File: src/rtl/shift_reg_universal.sv
// Universal bidirectional shift register with parallel load and frame counting.
// Optional rotate mode is built when SHIFT_ROTATE_EN is defined.
module shift_reg_universal #(
  parameter int WIDTH     = 8,
  parameter int FRAME_LEN = WIDTH,
  localparam int CW = (FRAME_LEN > 1) ? $clog2(FRAME_LEN) : 1
) (
  input  logic             i_clk,
  input  logic             i_reset,
  input  logic             i_enable,
  input  logic             i_dir,
  input  logic             i_load,
  input  logic [WIDTH-1:0] i_parallel_in,
  input  logic             i_serial_in,
`ifdef SHIFT_ROTATE_EN
  input  logic             i_rotate,
`endif
  output logic             o_serial_out,
  output logic [WIDTH-1:0] o_parallel_out,
  output logic [CW-1:0]    o_count,
  output logic             o_frame_done
);

  logic [WIDTH-1:0] r_reg;
  logic [CW-1:0]    r_count;
  logic             r_frame_done;

  logic             w_in;
  logic             w_last;
  logic [WIDTH-1:0] w_next;

`ifdef SHIFT_ROTATE_EN
  // Rotation feeds back the bit falling off the opposite end.
  assign w_in = i_rotate ? (i_dir ? r_reg[0] : r_reg[WIDTH-1])
                         : i_serial_in;
`else
  assign w_in = i_serial_in;
`endif

  assign w_next = i_dir ? {w_in, r_reg[WIDTH-1:1]}
                        : {r_reg[WIDTH-2:0], w_in};

  assign w_last = (r_count == CW'(FRAME_LEN - 1));

  always_ff @(posedge i_clk) begin
    if (!i_reset) begin
      r_reg        <= '0;
      r_count      <= '0;
      r_frame_done <= 1'b0;
    end else if (i_load) begin
      r_reg        <= i_parallel_in;
      r_count      <= '0;
      r_frame_done <= 1'b0;
    end else if (i_enable) begin
      r_reg        <= w_next;
      r_count      <= w_last ? '0 : r_count + CW'(1);
      r_frame_done <= w_last;
    end else begin
      r_frame_done <= 1'b0;
    end
  end

  // Forced low while reset is held so the line is quiet before first edge.
  assign o_serial_out   = i_reset & (i_dir ? r_reg[0] : r_reg[WIDTH-1]);
  assign o_parallel_out = r_reg;
  assign o_count        = r_count;
  assign o_frame_done   = r_frame_done;

endmodule

File: config.mk
export PLATFORM = sky130hd
export DESIGN_NAME = shift_reg_universal
export DESIGN_NICKNAME = d
export VERILOG_FILES = /design/src/rtl/shift_reg_universal.sv
export SDC_FILE = /design/constraint.sdc
export NUM_CORES = 1
export LEC_CHECK = 0
export CORE_AREA = 2 2 43 45
export CTS_BUF_LIST = sky130_fd_sc_hd__clkbuf_8
export DETAILED_ROUTE_END_ITERATION = 7
export DIE_AREA = 0 0 45 47
export PLACE_DENSITY_LB_ADDON = 0.2
export RECOVER_POWER = 25
export SYNTH_ARGS = -nofsm -noshare
export SYNTH_HDL_FRONTEND = slang
export SYNTH_SLANG_ARGS = --single-unit
File: constraint.sdc
create_clock -name i_clk -period 1.45 [get_ports i_clk]
set_clock_uncertainty 0.1 [all_clocks]
set_input_delay 0.29 -clock i_clk [delete_from_list [all_inputs] [get_ports i_clk]]
set_output_delay 0.29 -clock i_clk [all_outputs]
set_load 0.005 [all_outputs]
* Yosys cells after proc, flatten, opt, wreduce, memory -nomap -nowiden
Index checks and enable logic that the tools add are counted.
** Word-level totals
- Flip-flop bits (word level) :: 12
- Input port bits :: 14
- Output and inout port bits :: 13
- Word-level logic and storage cells :: 16
** Cells by class
- $add $sub $neg :: 1
- Equal/unequal tests :: 1
- Muxes and demuxes :: 5
- Bitwise operators :: 3
- Reductions and logical operators :: 3
** Operators with widths (number)
- $mux 8 :: 3
- $add 3x1->3 const B :: 1
- $eq 3x3->1 const B :: 1
- $mux 3 :: 1
- $reduce_or 3->1 :: 1
- $not 1->1 :: 2
- $reduce_bool 2->1 :: 1
- $reduce_or 2->1 :: 1
- $and 1x1->1 :: 1
- $mux 1 :: 1

* Logic depth before layout (Yosys ltp)
- Word-level depth :: 3
- Gate-level depth with buffers :: 4
- Depth with buffers taken out :: 4

* Least setup slack after synthesis
OpenSTA, ideal clock, no wires.
- Path type :: reg-to-reg
- From :: reg r_count[0], in the netlist o_count[0]
- To :: reg r_count[0], in the netlist o_count[0]
- Library setup time :: 70 ps
- Arrival :: 1130 ps
- Required time :: 1280 ps
- Setup slack :: 150 ps
- Cell stages (with the launch flop) :: 5
- Buffers on the path :: 0
- Clock period less this slack :: 1300 ps
- Cell sequence :: dfxtp_1 ha_1 ha_1 or3b_1 a21oi_1
** On the way
- Cells in the longest elaborated chain, start to end :: 2
- Elaborated cells on any way between the ends :: 3
- Those cells by class :: 1 x add/sub; 1 x eq/ne; 1 x mux
** Ends and longest elaborated chain
- start: declaration :: line 25 : logic [CW-1:0] r_count;
- start signal: assignment :: line 56 : r_count <= w_last ? '0 : r_count + CW'(1);
- $eq 3x3->1 :: line 43 : assign w_last = (r_count == CW'(FRAME_LEN - 1));
- net w_last :: line 29 : logic w_last;
- $mux 3 :: line 56
The timed path passes the listed nets, and every way through them passes these cells.
A chain may end at the register's enable or synchronous reset.

* Worst setup path after layout
Same ends and word-level chain as after synthesis.

==> flow_summary.yaml <==
yosys:
  synth.area.mux_share: 0.165
  synth_xor_area_frac: 0
  synth_top_family_by_area: "simple AND/OR/NAND/NOR gates"
  synth_compound_area_frac: 0.122
  yosys_warnings: 0
  synthAdderAreaFrac: 0.0376
  synth-seq-cells: 12
  synth_cell_types: 16
  seq_area_frac_synth: 0.361
  synth_cells: 64
  syn_nets: 80
  yosys.area_share.simple: 0.241
  synth.avg_cell_area_um2: 10.4
  netlist_area_um2: 666
place:
  gp_congestion: 0.792
  dp.cells: 109
  place_hpwl_mm: 1.15
  dpl_cell_area_um2: 963
  numPortBuffers: 26
power_and_ir_drop:
  power_per_cell_area_nw_per_um2: 881
  vdd_drop_max_uv: 647
  p_leak_uw: 0.000479
  clockPowerShare: 0.411
  switching_share: 0.237
  power.internal_uw: 694
  combPwrFrac: 0.193
  p_sw_uw: 215
  seqPwrFrac: 0.396
  finalPower_uw: 910
min_path:
  hold_depth: 2
  holdPathEnd: "o_count[0]"
  hp-start: "o_count[0]"
  hp-class: "flip-flop to flip-flop"
finish:
  stdcell_count: 117
  layout.nets: 117
  final_common_cell: "dlygate4sd2_1"
  area_delta_synth_final_pct: 55.1
  drive_gt1_frac: 0.260
  diodes: 0
  stdcell_area_um2: 1030
  final_cell_mix: "dlygate4sd2_1, mux2i_1, clkdlybuf4s50_1"
sta:
  whs_ns: 0.388
  hold_viol_final: 0
  period_share: 0.937
  max_clock_freq_ghz: 0.736
  worstMarginPinSlew_ns: 0.270
  fin_crit_ns: 1.36
  slew_headroom: 0.820
  drv_slew: 0
  finalSetupViolCount: 0
  rsz0062_at_grt: "no"
setup_path:
  cp-end-kind: "flip-flop"
  critPathSlowestCell: "or3b_1"
  r2r_end: "o_count[0]"
  cp-start-kind: "flip-flop"
  reg2regPathDepth: 4
  timing.critical_path.mode_cell: "ha_1"
  r2r_slack_ns: 0.09
  cp_top_family: "adder cells"
  path_max_fanout: 4
  r2r_start: "o_count[0]"
  worstPathArrival_ns: 1.43
  worstSetupPathType: "flip-flop to flip-flop"
  slowest_delay_ns: 0.35
  required_ns: 1.52
  path_cells: "ha_1 > ha_1 > or3b_1 > a21oi_1"
  critical_path_buf_inv_count: 0
routing:
  drtIter0Drc: 12
  wirelength_mm: 1.71
  ant_nets: 0
  dr.pass1.iters: 4
  via_per_inst: 5.33
  via_count: 624
  wire_per_inst_um: 14.6
  drc: 0
clock_network:
  cts_buffer_depth: 2
  cts_root_buffer: "clkbuf_8"
  clkTransAtPathRegs_ns: 0.06
  numCtsBuffers: 3
  htree_levels: 1
  cts_tree: "built"
  clk_latency_ns: 0.24
  cts_sinks: 12
floorplan:
  boundaryPins: 27
  rows: 15
  fp.dieW_um: 45
  die-area_um2: 2120
  die_height_um: 47
  start_util: 0.403
  design.core.area_um2: 1650
global_route:
  grt_usage: 0.185
  grt-ovfl-total: 0
  antenna_found_initial: 0
  grt_pass1_vias: 644
  grt_pass1_wl_mm: 2.79
  grt_max_degree: 13
outcome:
  status: "finished clean"
job:
  drv_cap: 0
-- sequential cells by signal, summed over array words and instances (netlist names) --
register and count:
o_parallel_out 8, o_frame_done 1, o_count 3
-- layout make-up --
type                    count  area [um2]
clock buffers               4        55.1
fillers                   160         619
multi-input cells          47         372
flip-flops and latches     12         249
well taps                  17        21.3
repair buffers             37         335
-- worst max-delay path by stage --
stage	slack, ns	cells after the start	end	startpoint
floorplan	0.15	4	o_count[0]	o_count[0]
global placement	-0.41	4	o_serial_out	i_dir
detailed placement	-0.41	4	o_serial_out	i_dir
CTS	0.004	1	o_parallel_out[3]	o_parallel_out[3]
global route	0.02	4	o_count[0]	o_count[0]
finish	0.09	4	o_count[0]	o_count[0]
-- metal layers --
metal / global-route usage / up-vias / share of wire
li1: - / 311 / -
met4: 0.0882 / 0 / 0.016
met5: 0 / - / 0
met2: 0.326 / 19 / 0.48
met1: 0.209 / 290 / 0.45
met3: 0.0462 / 4 / 0.057
-- kinds of logic after synthesis --
kind of cell	Yosys count
compound gates	9
simple gates	25
fa+ha+maj	2
flops	12
buf+inv	5
mux	11
-- metrics by stage --
stage          setup TNS (ns)  setup slack, ns   util
2_1_floorplan               0            0.150      -
3_3_place_gp            -1.21           -0.412  0.583
3_5_place_dp            -1.20           -0.410  0.583
4_1_cts                     0          0.00422  0.635
5_1_grt                     0           0.0194  0.625
6_report                    0           0.0916  0.625
-- Yosys cell counts --
cell type | n | share of area
nand3b_4 | 1 | 0.030
or3b_1 | 1 | 0.013
nand2b_4 | 1 | 0.021
buf_6 | 3 | 0.051
nand2_1 | 1 | 0.0056
nor2_1 | 3 | 0.017
mux2i_1 | 11 | 0.17
ha_1 | 2 | 0.038
dfxtp_1 | 12 | 0.36
buf_4 | 2 | 0.023
nor2b_1 | 1 | 0.0094
nand3_1 | 8 | 0.060
a21oi_1 | 1 | 0.0075
nand2b_1 | 9 | 0.085
o221ai_1 | 7 | 0.092
o221ai_2 | 1 | 0.023
-- worst min-delay path, delay by kind of cell, from the launching register on --
kind / cells / cell delay, ns
simple gates: 1 / 0.06
flops: 1 / 0.33
compound gates: 1 / 0.05
-- power groups by stage --
stage / combinational [uW] / clock (uW) / sequential, uW
after floorplan: 79.7 / 0 / 369
after global placement: 173 / 0 / 369
after detailed placement: 175 / 0 / 370
after CTS: 180 / 383 / 361
after global routing: 191 / 404 / 363
final: 175 / 374 / 361
-- what timing repair did --
action,in CTS,in global routing
endpoints found under the hold margin,0,0
hold buffers,0,0
gates resized for setup,26,2
setup buffers,5,0
pin swaps,0,0
setup endpoints to repair,12,3
No activity file was read; power rests on OpenSTA's default activity.
